`src/rtl/fft_sequencer.sv`:
```
// Issue sequencer for an in-place radix-2 FFT: walks stage-major / pair-ascending
// butterfly issue and drains outstanding write-backs between stages.
module fft_sequencer #(
   parameter int N             = 32,
   parameter int stage_width   = $clog2($clog2(N)),
   parameter int pair_id_width = $clog2(N/2),
   parameter int cnt_width     = $clog2(N/2+1)
) (
   input  logic                     clk,
   input  logic                     reset,
   input  logic                     start,
   input  logic                     stall,
   input  logic                     wb_valid,
   output logic                     agu_valid,
   output logic [stage_width-1:0]   stage,
   output logic [pair_id_width-1:0] pair_id,
   output logic                     busy,
   output logic                     done,
   output logic                     err
);

   localparam int LOG2N = $clog2(N);
   localparam logic [stage_width-1:0]   LAST_STAGE = stage_width'(LOG2N-1);
   localparam logic [pair_id_width-1:0] LAST_PAIR  = pair_id_width'(N/2-1);
   localparam logic [cnt_width-1:0]     MAX_OUT    = cnt_width'(N/2);

   typedef enum logic [1:0] {S_IDLE, S_ISSUE, S_DRAIN, S_DONE} state_t;

   state_t                   state_q, state_d;
   logic [stage_width-1:0]   stg_cnt_q, stg_cnt_d;
   logic [pair_id_width-1:0] pair_cnt_q, pair_cnt_d;
   logic                     agu_valid_q, agu_valid_d;
   logic [stage_width-1:0]   stage_q, stage_d;
   logic [pair_id_width-1:0] pair_id_q, pair_id_d;
   logic                     busy_q, busy_d;
   logic                     done_q, done_d;
   logic                     err_q, err_d;
   logic [cnt_width-1:0]     outst_q, outst_d;

   always_ff @(posedge clk or posedge reset) begin
      if (reset) begin
         state_q     <= S_IDLE;
         stg_cnt_q   <= '0;
         pair_cnt_q  <= '0;
         agu_valid_q <= 1'b0;
         stage_q     <= '0;
         pair_id_q   <= '0;
         busy_q      <= 1'b0;
         done_q      <= 1'b0;
         err_q       <= 1'b0;
         outst_q     <= '0;
      end else begin
         state_q     <= state_d;
         stg_cnt_q   <= stg_cnt_d;
         pair_cnt_q  <= pair_cnt_d;
         agu_valid_q <= agu_valid_d;
         stage_q     <= stage_d;
         pair_id_q   <= pair_id_d;
         busy_q      <= busy_d;
         done_q      <= done_d;
         err_q       <= err_d;
         outst_q     <= outst_d;
      end
   end

   always_comb begin
      state_d     = state_q;
      stg_cnt_d   = stg_cnt_q;
      pair_cnt_d  = pair_cnt_q;
      agu_valid_d = 1'b0;
      stage_d     = stage_q;
      pair_id_d   = pair_id_q;
      busy_d      = busy_q;
      done_d      = 1'b0;
      err_d       = err_q;
      outst_d     = outst_q;

      case (state_q)
         S_IDLE: begin
            if (start) begin
               state_d    = S_ISSUE;
               busy_d     = 1'b1;
               err_d      = 1'b0;
               stg_cnt_d  = '0;
               pair_cnt_d = '0;
            end
         end
         S_ISSUE: begin
            if (!stall) begin
               agu_valid_d = 1'b1;
               stage_d     = stg_cnt_q;
               pair_id_d   = pair_cnt_q;
               if (pair_cnt_q == LAST_PAIR) state_d = S_DRAIN;
               else pair_cnt_d = pair_cnt_q + 1'b1;
            end
         end
         S_DRAIN: begin
            // agu_valid_q covers the final issue not yet reflected in outst_q
            if (outst_q == '0 && !agu_valid_q) begin
               if (stg_cnt_q < LAST_STAGE) begin
                  stg_cnt_d  = stg_cnt_q + 1'b1;
                  pair_cnt_d = '0;
                  state_d    = S_ISSUE;
               end else begin
                  state_d = S_DONE;
                  done_d  = 1'b1;
               end
            end
         end
         S_DONE: begin
            busy_d  = 1'b0;
            state_d = S_IDLE;
         end
         default: state_d = S_IDLE;
      endcase

      // Write-back error wins over the start-time clear so a stray wb is never lost
      case ({agu_valid_q, wb_valid})
         2'b10: if (outst_q != MAX_OUT) outst_d = outst_q + 1'b1;
         2'b01: begin
            if (outst_q != '0) outst_d = outst_q - 1'b1;
            else err_d = 1'b1;
         end
         default: outst_d = outst_q;
      endcase
   end

   assign agu_valid = agu_valid_q;
   assign stage     = stage_q;
   assign pair_id   = pair_id_q;
   assign busy      = busy_q;
   assign done      = done_q;
   assign err       = err_q;

endmodule
```
`config.mk`:
```
export PLATFORM = sky130hd
export DESIGN_NAME = fft_sequencer
export DESIGN_NICKNAME = d
export VERILOG_FILES = /design/src/rtl/fft_sequencer.sv
export SDC_FILE = /design/constraint.sdc
export NUM_CORES = 1
export LEC_CHECK = 0
export CAP_MARGIN = 20
export CORE_ASPECT_RATIO = 1.75
export CORE_MARGIN = 4
export CORE_UTILIZATION = 40
export CTS_CLUSTER_SIZE = 10
export DETAILED_ROUTE_END_ITERATION = 10
export GPL_ROUTABILITY_DRIVEN = 0
export SYNTH_ARGS = -nofsm -noshare
export SYNTH_HDL_FRONTEND = slang
export SYNTH_SLANG_ARGS = --single-unit
```
`constraint.sdc`:
```
create_clock -name clk -period 3.1 [get_ports clk]
set_input_delay 0.62 -clock clk [delete_from_list [all_inputs] [get_ports clk]]
set_output_delay 0.62 -clock clk [all_outputs]
set_load 0.02 [all_outputs]
```
== Word level (Yosys, flattened, before mapping) ==
Index checks and enable logic that the tools add are counted.

* Register bits: 25
* Output and inout port bits: 11

* Add/sub/neg operators: 4
* Magnitude comparators: 1
* Eq/ne operators: 15
* Multiplexer cells: 30
* Bitwise gates (word level): 1
* Reduce and logical (&&, ||, !) cells: 15

{| class="wikitable"
|+ Operators by type and width
! kind !! number
|-
| $mux 4 || 5
|-
| $ne 2x2->1 const B || 8
|-
| $pmux 4 s3 || 1
|-
| $mux 1 || 10
|-
| $mux 2 || 5
|-
| $mux 5 || 2
|-
| $pmux 5 s2 || 1
|-
| $mux 3 || 3
|-
| $pmux 2 s4 || 1
|-
| $reduce_and 4->1 || 2
|-
| $eq 2x2->1 const B || 3
|-
| $pmux 3 s2 || 1
|-
| $reduce_and 6->1 || 1
|-
| $reduce_bool 2->1 || 3
|-
| $add 5x1->5 const B || 1
|-
| $logic_not 5->1 || 1
|-
| $ne 5x5->1 const B || 1
|-
| $reduce_bool 5->1 || 1
|-
| $sub 5x1->5 const B || 1
|-
| $add 4x1->4 const B || 1
|-
| $eq 2x1->1 const B || 2
|-
| $eq 4x4->1 const B || 1
|-
| $reduce_and 2->1 || 2
|-
| $add 3x1->3 const B || 1
|-
| other kinds (8) || 8
|}

== Depth between registers and ports, before layout ==
Gate-level depths: netlist (run 1).

* Depth in word-level cells: 4
* Depth in mapped cells: 6

== Least setup slack after synthesis (run 1) ==
Ideal clock, no wire load.

* Kind: input-to-reg
* Start: input port wb_valid
* End: register outst_q[4]
* Setup time: 0.120 ns
* Data arrival time: 2.128 ns
* Data required time: 2.980 ns
* Slack: 0.852 ns
* Stages: 6
* Path buffers: 0
* Path through: nor2b_1 ha_1 a21o_1 a21oi_1 mux2_2 o211a_1

* Cells in the longest elaborated chain, start to end: 3
* Elaborated cells between the ends (all ways): 7

{| class="wikitable"
|+ Ends and longest elaborated chain
! element !! RTL line !! text
|-
| start, declared || 13 || <nowiki>input logic wb_valid,</nowiki>
|-
| $eq 2x1->1 or $eq 2x2->1 (tied branches) || 118 || <nowiki>case ({agu_valid_q, wb_valid})</nowiki>
|-
| $ne 2x2->1 (no source line) or $reduce_bool 2->1 (tied branches) || -- ||
|-
| $reduce_and 3->1 (no source line) || -- ||
|-
| end signal, assigned || 62 || <nowiki>outst_q <= outst_d;</nowiki>
|-
| end, declared || 38 || <nowiki>logic [cnt_width-1:0] outst_q, outst_d;</nowiki>
|}

Several ways; a longest one is shown, not always the timed one.
A chain may end at the register's enable or synchronous reset.

== Final worst setup path (run 1) ==
Ends and elaborated chain as after synthesis.

==> out/metrics.csv, run 1 <==
metric,value,unit
footprint of the flip-flops and latches,626,sq um
clock tree from TritonCTS,yes,
clock tree skew after final layout,3.26,ps
number of buffers added to fix hold violations after cts,0,
clock latency on the worst-skew pair,270,ps
initial DRC count,19,
RSZ-0062 raised after global routing,false,
mean instance size in the synthesized netlist,11.4,sq um
Critical Setup Path Class,in -> reg,
total grt overflow,0,
largest stage delay on the critical path,550,ps
area taken by multi-input logic gates,673,sq um
"Net count, final",144,
area fraction of the dominant cell type after synthesis,47.2,%
Initial Utilization,41.8,%
Synth top cells by count,"sky130_fd_sc_hd__dfrtp_1, sky130_fd_sc_hd__mux2_2, sky130_fd_sc_hd__nand2_1",
worst slew margin relative to its limit,36.8,%
antenna fix cells,0,
chain of cells forming the critical path,"clkdlybuf4s50_1, nor2b_1, ha_1, a21o_1, a21oi_1, mux2_2, o211a_1",
master of the slowest instance on the critical path,sky130_fd_sc_hd__clkdlybuf4s50_1,
count of H-tree levels built during CTS,1,
Async SR Flop Fraction,100,%
number of global-route vias before repair,965,
Least-Margin Pin Slew,947,ps
Setup crit end kind,flip-flop,
per-cell via count in the routed design,5.42,
Bufs and invs on worst path,1,
status,"finished, final reports clean",
capture point of the worst path,outst_q[4]$_DFFE_PP0P_,
Pre-Repair DR Iteration Count,4,
core area,0.00318,sq mm
worst reg2reg path depth,6,
top area cells in the synthesized netlist,"sky130_fd_sc_hd__dfrtp_1, sky130_fd_sc_hd__mux2_2, sky130_fd_sc_hd__ha_1",
dominant synthesized flop cell,sky130_fd_sc_hd__dfrtp_1,
shortest period the worst path allows,2750,ps
data required time of the critical path,3260,ps
largest net degree at the start of global routing,26,
height of the chip,84.2,um
flop-to-flop setup slack,760,ps
drt drc,0,
Final Routed Wirelength,2.63,mm
family with the most delay on the worst path,buffers and inverters,
CTS Sinks,25,
initial antenna violation count,0,
power per standard cell area,928,mW/mm^2
DRT antenna net count,0,
#FFs+latches synth,25,
Static Leak,0.681,nW
part of the Yosys area used for sequential elements,47.2,%
number of synthesized flops with an enable pin,0,
share of layout cells above drive strength 1,18.2,%
critical path startpoint,wb_valid,
count of placed standard cells including taps,171,
class of the tightest hold or removal check,reg -> reg,
Die Outline Area,0.00434,sq mm
total number of cells along the worst setup path,7,
routed via count,949,
"Arr. time, crit path",2920,ps
number of primary I/O pins,16,
CP Max Fanout,6,
mean routed wirelength per cell,15.1,um
Die Span X,51.5,um
half-perimeter wire length of the detailed placement result,2.01,mm
number of instances in the synthesized netlist,116,
Worst IR Drop VDD,523,uV
final count of negative-setup-slack endpoints,0,
total number of placement rows,27,
CTS Buffer Depth,2,
count of fill cells added during filler insertion,338,
Min-Delay Startpoint,stage[2]$_DFFE_PP0P_,
number of buffers created by CTS,3,
first-pass GRT wire length,4.44,mm
Syn Std Cell Area,0.00133,sq mm
synth-to-layout area growth,18.1,%
final non-filler cell total,175,
CTS clock-pin slew for the worst setup and hold paths,90,ps
crit path launch type,input pin,
number of violations of the max-capacitance limit,0,
Syn. warnings,0,
post-cts sizing count,0,
final worst hold slack,518,ps
final total power,1.45,mW
library cell with the highest instance count after synthesis,sky130_fd_sc_hd__dfrtp_1,
Slew Limit Fails,0,
count of endpoints failing hold in the final timing report,0,
global router's overall resource usage,13.3,%
end of the worst register-to-register path,outst_q[4]$_DFFE_PP0P_,
Post-Synthesis Net Count,127,
cell accounting for the most synthesized area,sky130_fd_sc_hd__dfrtp_1,
Fmax achieved,363,MHz
sum of negative setup slack,0,ps
post-layout utilization of the core,49.3,%
part of the cycle the worst path needs,88.8,%
distinct cell type count of the synthesized netlist,36,
number of buffers inserted by port buffering,15,
buffers inserted during post-CTS setup optimization,0,
Root Buffer Master,sky130_fd_sc_hd__clkbuf_8,
r2r startpoint,agu_valid$_DFF_PP0_,
## layer usage
metal,routed length [um],up-vias,GRT usage [%]
met1,1010,477,14.6
met5,0,-,0
met2,1540,13,24.1
met3,41,6,1.95
li1,-,453,-
met4,46,0,5.97
## placed cells by master, fill, tap and decap left out, types with 2 or more instances in the layout
cell type                         count
sky130_fd_sc_hd__a221o_1              2
sky130_fd_sc_hd__clkbuf_8             3
sky130_fd_sc_hd__ha_1                 5
sky130_fd_sc_hd__nor2_1               5
sky130_fd_sc_hd__nor4_2               2
sky130_fd_sc_hd__nand2b_1             3
sky130_fd_sc_hd__nor2b_1              4
sky130_fd_sc_hd__inv_1                4
sky130_fd_sc_hd__mux2_2              13
sky130_fd_sc_hd__xnor2_1              2
sky130_fd_sc_hd__a21o_1               3
sky130_fd_sc_hd__nand4b_1             3
sky130_fd_sc_hd__clkdlybuf4s50_1     15
sky130_fd_sc_hd__mux2i_1              2
sky130_fd_sc_hd__nand3_1              3
sky130_fd_sc_hd__and3_1               3
sky130_fd_sc_hd__o21ai_0              2
sky130_fd_sc_hd__a21oi_1              7
sky130_fd_sc_hd__dfrtp_1             25
sky130_fd_sc_hd__o22ai_1              2
sky130_fd_sc_hd__nand2_1              8
## kinds of logic (layout without fill, tap and decap cells)
group | count (synthesis) | in the layout | synth area share, %
AO/OA/AOI/OAI | 22 | 22 | 11.5
XOR/XNOR | 3 | 3 | 1.98
adder cells (fa/ha/maj) | 6 | 6 | 6.23
buffers and inverters | 7 | 23 | 2.07
flip-flops | 25 | 25 | 47.2
multiplexers | 15 | 15 | 12.5
AND/OR/NAND/NOR | 38 | 38 | 18.5
## power breakdown
part,leakage (nW),internal (mW),switching [mW]
combinational,0.351,0.354,0.297
sequential,0.308,0.446,0.161
clock,0.0217,0.0911,0.106
total,0.681,0.890,0.564
## registers in the layout (all words and copies together), names as in the netlist
register,flops
agu_valid,1
busy,1
done,1
err,1
outst_q,5
pair_cnt_q,4
pair_id,4
stage,3
state_q,2
stg_cnt_q,3
## area by class of cell
| cell class | count | share of cell area (%) |
|---|---|---|
| Multi-Input combinational cell | 84 | 43.0 |
| Clock buffer | 3 | 2.64 |
| Timing Repair Buffer | 15 | 9.58 |
| Clock inverter | 1 | 0.479 |
| Inverter | 4 | 0.958 |
| Sequential cell | 25 | 39.9 |
| Tap cell | 43 | 3.43 |
## worst min-delay path by stage
| stage | to | slack (ps) | depth (start not counted) |
|---|---|---|---|
| after CTS | stage[2]$_DFFE_PP0P_ | 520 | 1 |
| after detailed placement | pair_id[0]$_DFFE_PP0P_ | 500 | 1 |
| final | stage[2]$_DFFE_PP0P_ | 520 | 1 |
| after floorplan | stg_cnt_q[1]$_DFFE_PP0P_ | 510 | 2 |
| after global placement | pair_id[0]$_DFFE_PP0P_ | 490 | 1 |
| after global routing | err$_DFF_PP0_ | 540 | 2 |
## per-stage QoR
step,instance area (sq um),setup slack [ps]
floorplan,1330,852
global placement,1520,180
CTS,1570,345
global route,1570,239
detailed placement,1520,61.7
finish,1570,348
Note: power is estimated with default switching activity, not from simulation.
==> run 2: changes to the inputs <==
- PLACE_DENSITY: unset -> 0.66
==> run 2 against run 1 <==
Wire length shrank 6.1%. Clock skew grew 1.2 ps. Fmax shrank 0.69%. Register-to-register slack is essentially flat. Worst setup slack lost 19 ps. Global-route usage shrank 0.30 points. Flip-flop and latch count is the same. Highest routed layer unchanged.
==> out/metrics.csv, run 2 (synthesized netlist as in run 1, its figures left out) <==
metric,value,unit,change
total grt overflow,0,,unchanged
number of violations of the max-capacitance limit,0,,unchanged
Final Routed Wirelength,2.47,mm,-6.1%
initial antenna violation count,0,,unchanged
count of placed standard cells including taps,171,,unchanged
routed via count,919,,-3.2%
CP Max Fanout,6,,unchanged
post-layout utilization of the core,49.2,%,-0.12 points
final count of negative-setup-slack endpoints,0,,unchanged
total number of placement rows,27,,unchanged
register ranked first by flip-flop count,outst_q,,
crit path launch type,input pin,,
clock tree from TritonCTS,yes,,
Gate power share,45.2,%,+0.5 points
Setup crit end kind,flip-flop,,
class of the tightest hold or removal check,reg -> reg,,
Fmax achieved,361,MHz,-0.69%
Bufs and invs on worst path,1,,unchanged
CTS Sinks,25,,unchanged
power per standard cell area,922,mW/mm^2,-0.66%
family with the most delay on the worst path,buffers and inverters,,
chain of cells forming the critical path,"clkdlybuf4s50_1, nor2b_1, ha_1, a21o_1, a21oi_1, mux2_2, o211a_1",,
clock tree skew after final layout,4.48,ps,+1.22 ps
power share of the clock group,12.8,%,-0.7 points
half-perimeter wire length of the detailed placement result,1.89,mm,-5.7%
"Net count, final",144,,unchanged
number of buffers added to fix hold violations after cts,0,,unchanged
status,"finished, final reports clean",,
RSZ-0062 raised after global routing,false,,
count of endpoints failing hold in the final timing report,0,,unchanged
Die Span X,51.5,um,unchanged
clock latency on the worst-skew pair,260,ps,about the same
final non-filler cell total,175,,unchanged
DRT antenna net count,0,,unchanged
CTS clock-pin slew for the worst setup and hold paths,80,ps,about the same
initial DRC count,32,,+13
number of buffers inserted by port buffering,15,,unchanged
drt drc,0,,unchanged
first-pass GRT wire length,4.39,mm,-1.2%
worst slew margin relative to its limit,40.6,%,+3.8 points
Worst IR Drop VDD,475,uV,-9.2%
antenna fix cells,0,,unchanged
core area,0.00318,sq mm,unchanged
synth-to-layout area growth,17.8,%,
count of H-tree levels built during CTS,1,,unchanged
count of fill cells added during filler insertion,314,,-7.1%
CTS Buffer Depth,2,,unchanged
Die Outline Area,0.00434,sq mm,unchanged
mean routed wirelength per cell,14.1,um,-6.1%
data required time of the critical path,3260,ps,about the same
number of flip-flops in the largest register,5,,unchanged
part of the cycle the worst path needs,89.4,%,+0.61 points
share of layout cells above drive strength 1,17.4,%,-0.76 points
"Arr. time, crit path",2930,ps,about the same
area taken by multi-input logic gates,673,sq um,unchanged
number of primary I/O pins,16,,unchanged
"commonest cells after routing, fill and taps aside","sky130_fd_sc_hd__dfrtp_1, sky130_fd_sc_hd__clkdlybuf4s50_1, sky130_fd_sc_hd__mux2_2",,
Critical Setup Path Class,in -> reg,,
Static Leak,0.682,nW,+0.15%
sum of negative setup slack,0,ps,unchanged
number of global-route vias before repair,958,,-0.73%
sequential fraction of design power,42.0,%,+0.3 points
height of the chip,84.2,um,unchanged
Slew Limit Fails,0,,unchanged
Internal,891,uW,+0.14%
largest stage delay on the critical path,550,ps,about the same
post-cts sizing count,0,,unchanged
global router's overall resource usage,13.0,%,-0.30 points
master of the slowest instance on the critical path,sky130_fd_sc_hd__clkdlybuf4s50_1,,
"leading cell type in the layout, fill and taps excluded",sky130_fd_sc_hd__dfrtp_1,,
footprint of the flip-flops and latches,626,sq um,unchanged
Initial Utilization,41.8,%,unchanged
Pre-Repair DR Iteration Count,4,,unchanged
number of buffers created by CTS,3,,unchanged
largest net degree at the start of global routing,26,,unchanged
net switching power figure,550,uW,-2.5%
shortest period the worst path allows,2770,ps,+19.0 ps
Least-Margin Pin Slew,890,ps,-56.9 ps
buffers inserted during post-CTS setup optimization,0,,unchanged
Root Buffer Master,sky130_fd_sc_hd__clkbuf_8,,
final total power,1.44,mW,-0.89%
switching power as a share of total power,38.2,%,-0.64 points
per-cell via count in the routed design,5.25,,-3.2%
run 2: cell count changes in the layout (fill, tap and decap cells not counted), sizes merged:
cell,before,now
clkbuf,3,4
clkinvlp,1,0
run 2: per-stage QoR:
stage,hold slack [ps],cell area (sq um),worst slack (ps)
floorplan,507,1330,852
global placement,490,1520,183
detailed placement,495,1520,56.4
CTS,515,1560,342
global route,534,1560,237
finish,513,1560,329
run 2: final timing paths:
kind                                       from                endpoint  slack (ps)  cells past startpoint
hold / removal             stage[2]$_DFFE_PP0P_    stage[2]$_DFFE_PP0P_         510                      1
max in group asynchronous                 reset     agu_valid$_DFF_PP0_        1710                      2
setup reg to reg            agu_valid$_DFF_PP0_  outst_q[4]$_DFFE_PP0P_         760                      6
min in group asynchronous                 reset          done$_DFF_PP0_         840                      2
setup / recovery                       wb_valid  outst_q[4]$_DFFE_PP0P_         330                      7
hold reg to reg            stage[2]$_DFFE_PP0P_    stage[2]$_DFFE_PP0P_         510                      1
run 2: power by group through the flow:
stage	logic [mW]	registers (mW)	clock network [mW]
floorplan	0.453	0.607	0
global placement	0.634	0.604	0
detailed placement	0.660	0.608	0
CTS	0.662	0.604	0.194
global route	0.724	0.632	0.208
finish	0.652	0.605	0.185
run 2: metal layers:
| layer | vias up | wire length (um) | track usage, % |
|---|---|---|---|
| met5 | - | 0 | 0 |
| met4 | 0 | 27 | 5.73 |
| met3 | 4 | 66 | 2.13 |
| met2 | 19 | 1340 | 21.1 |
| met1 | 441 | 1040 | 16.7 |
| li1 | 455 | - | - |
run 2: final cells by class:
class	count	area share, %
flip-flops and latches	25	40.0
clock buffers	4	2.88
inverters	4	0.961
multi-input cells	84	43.1
repair buffers	15	9.61
well taps	43	3.44
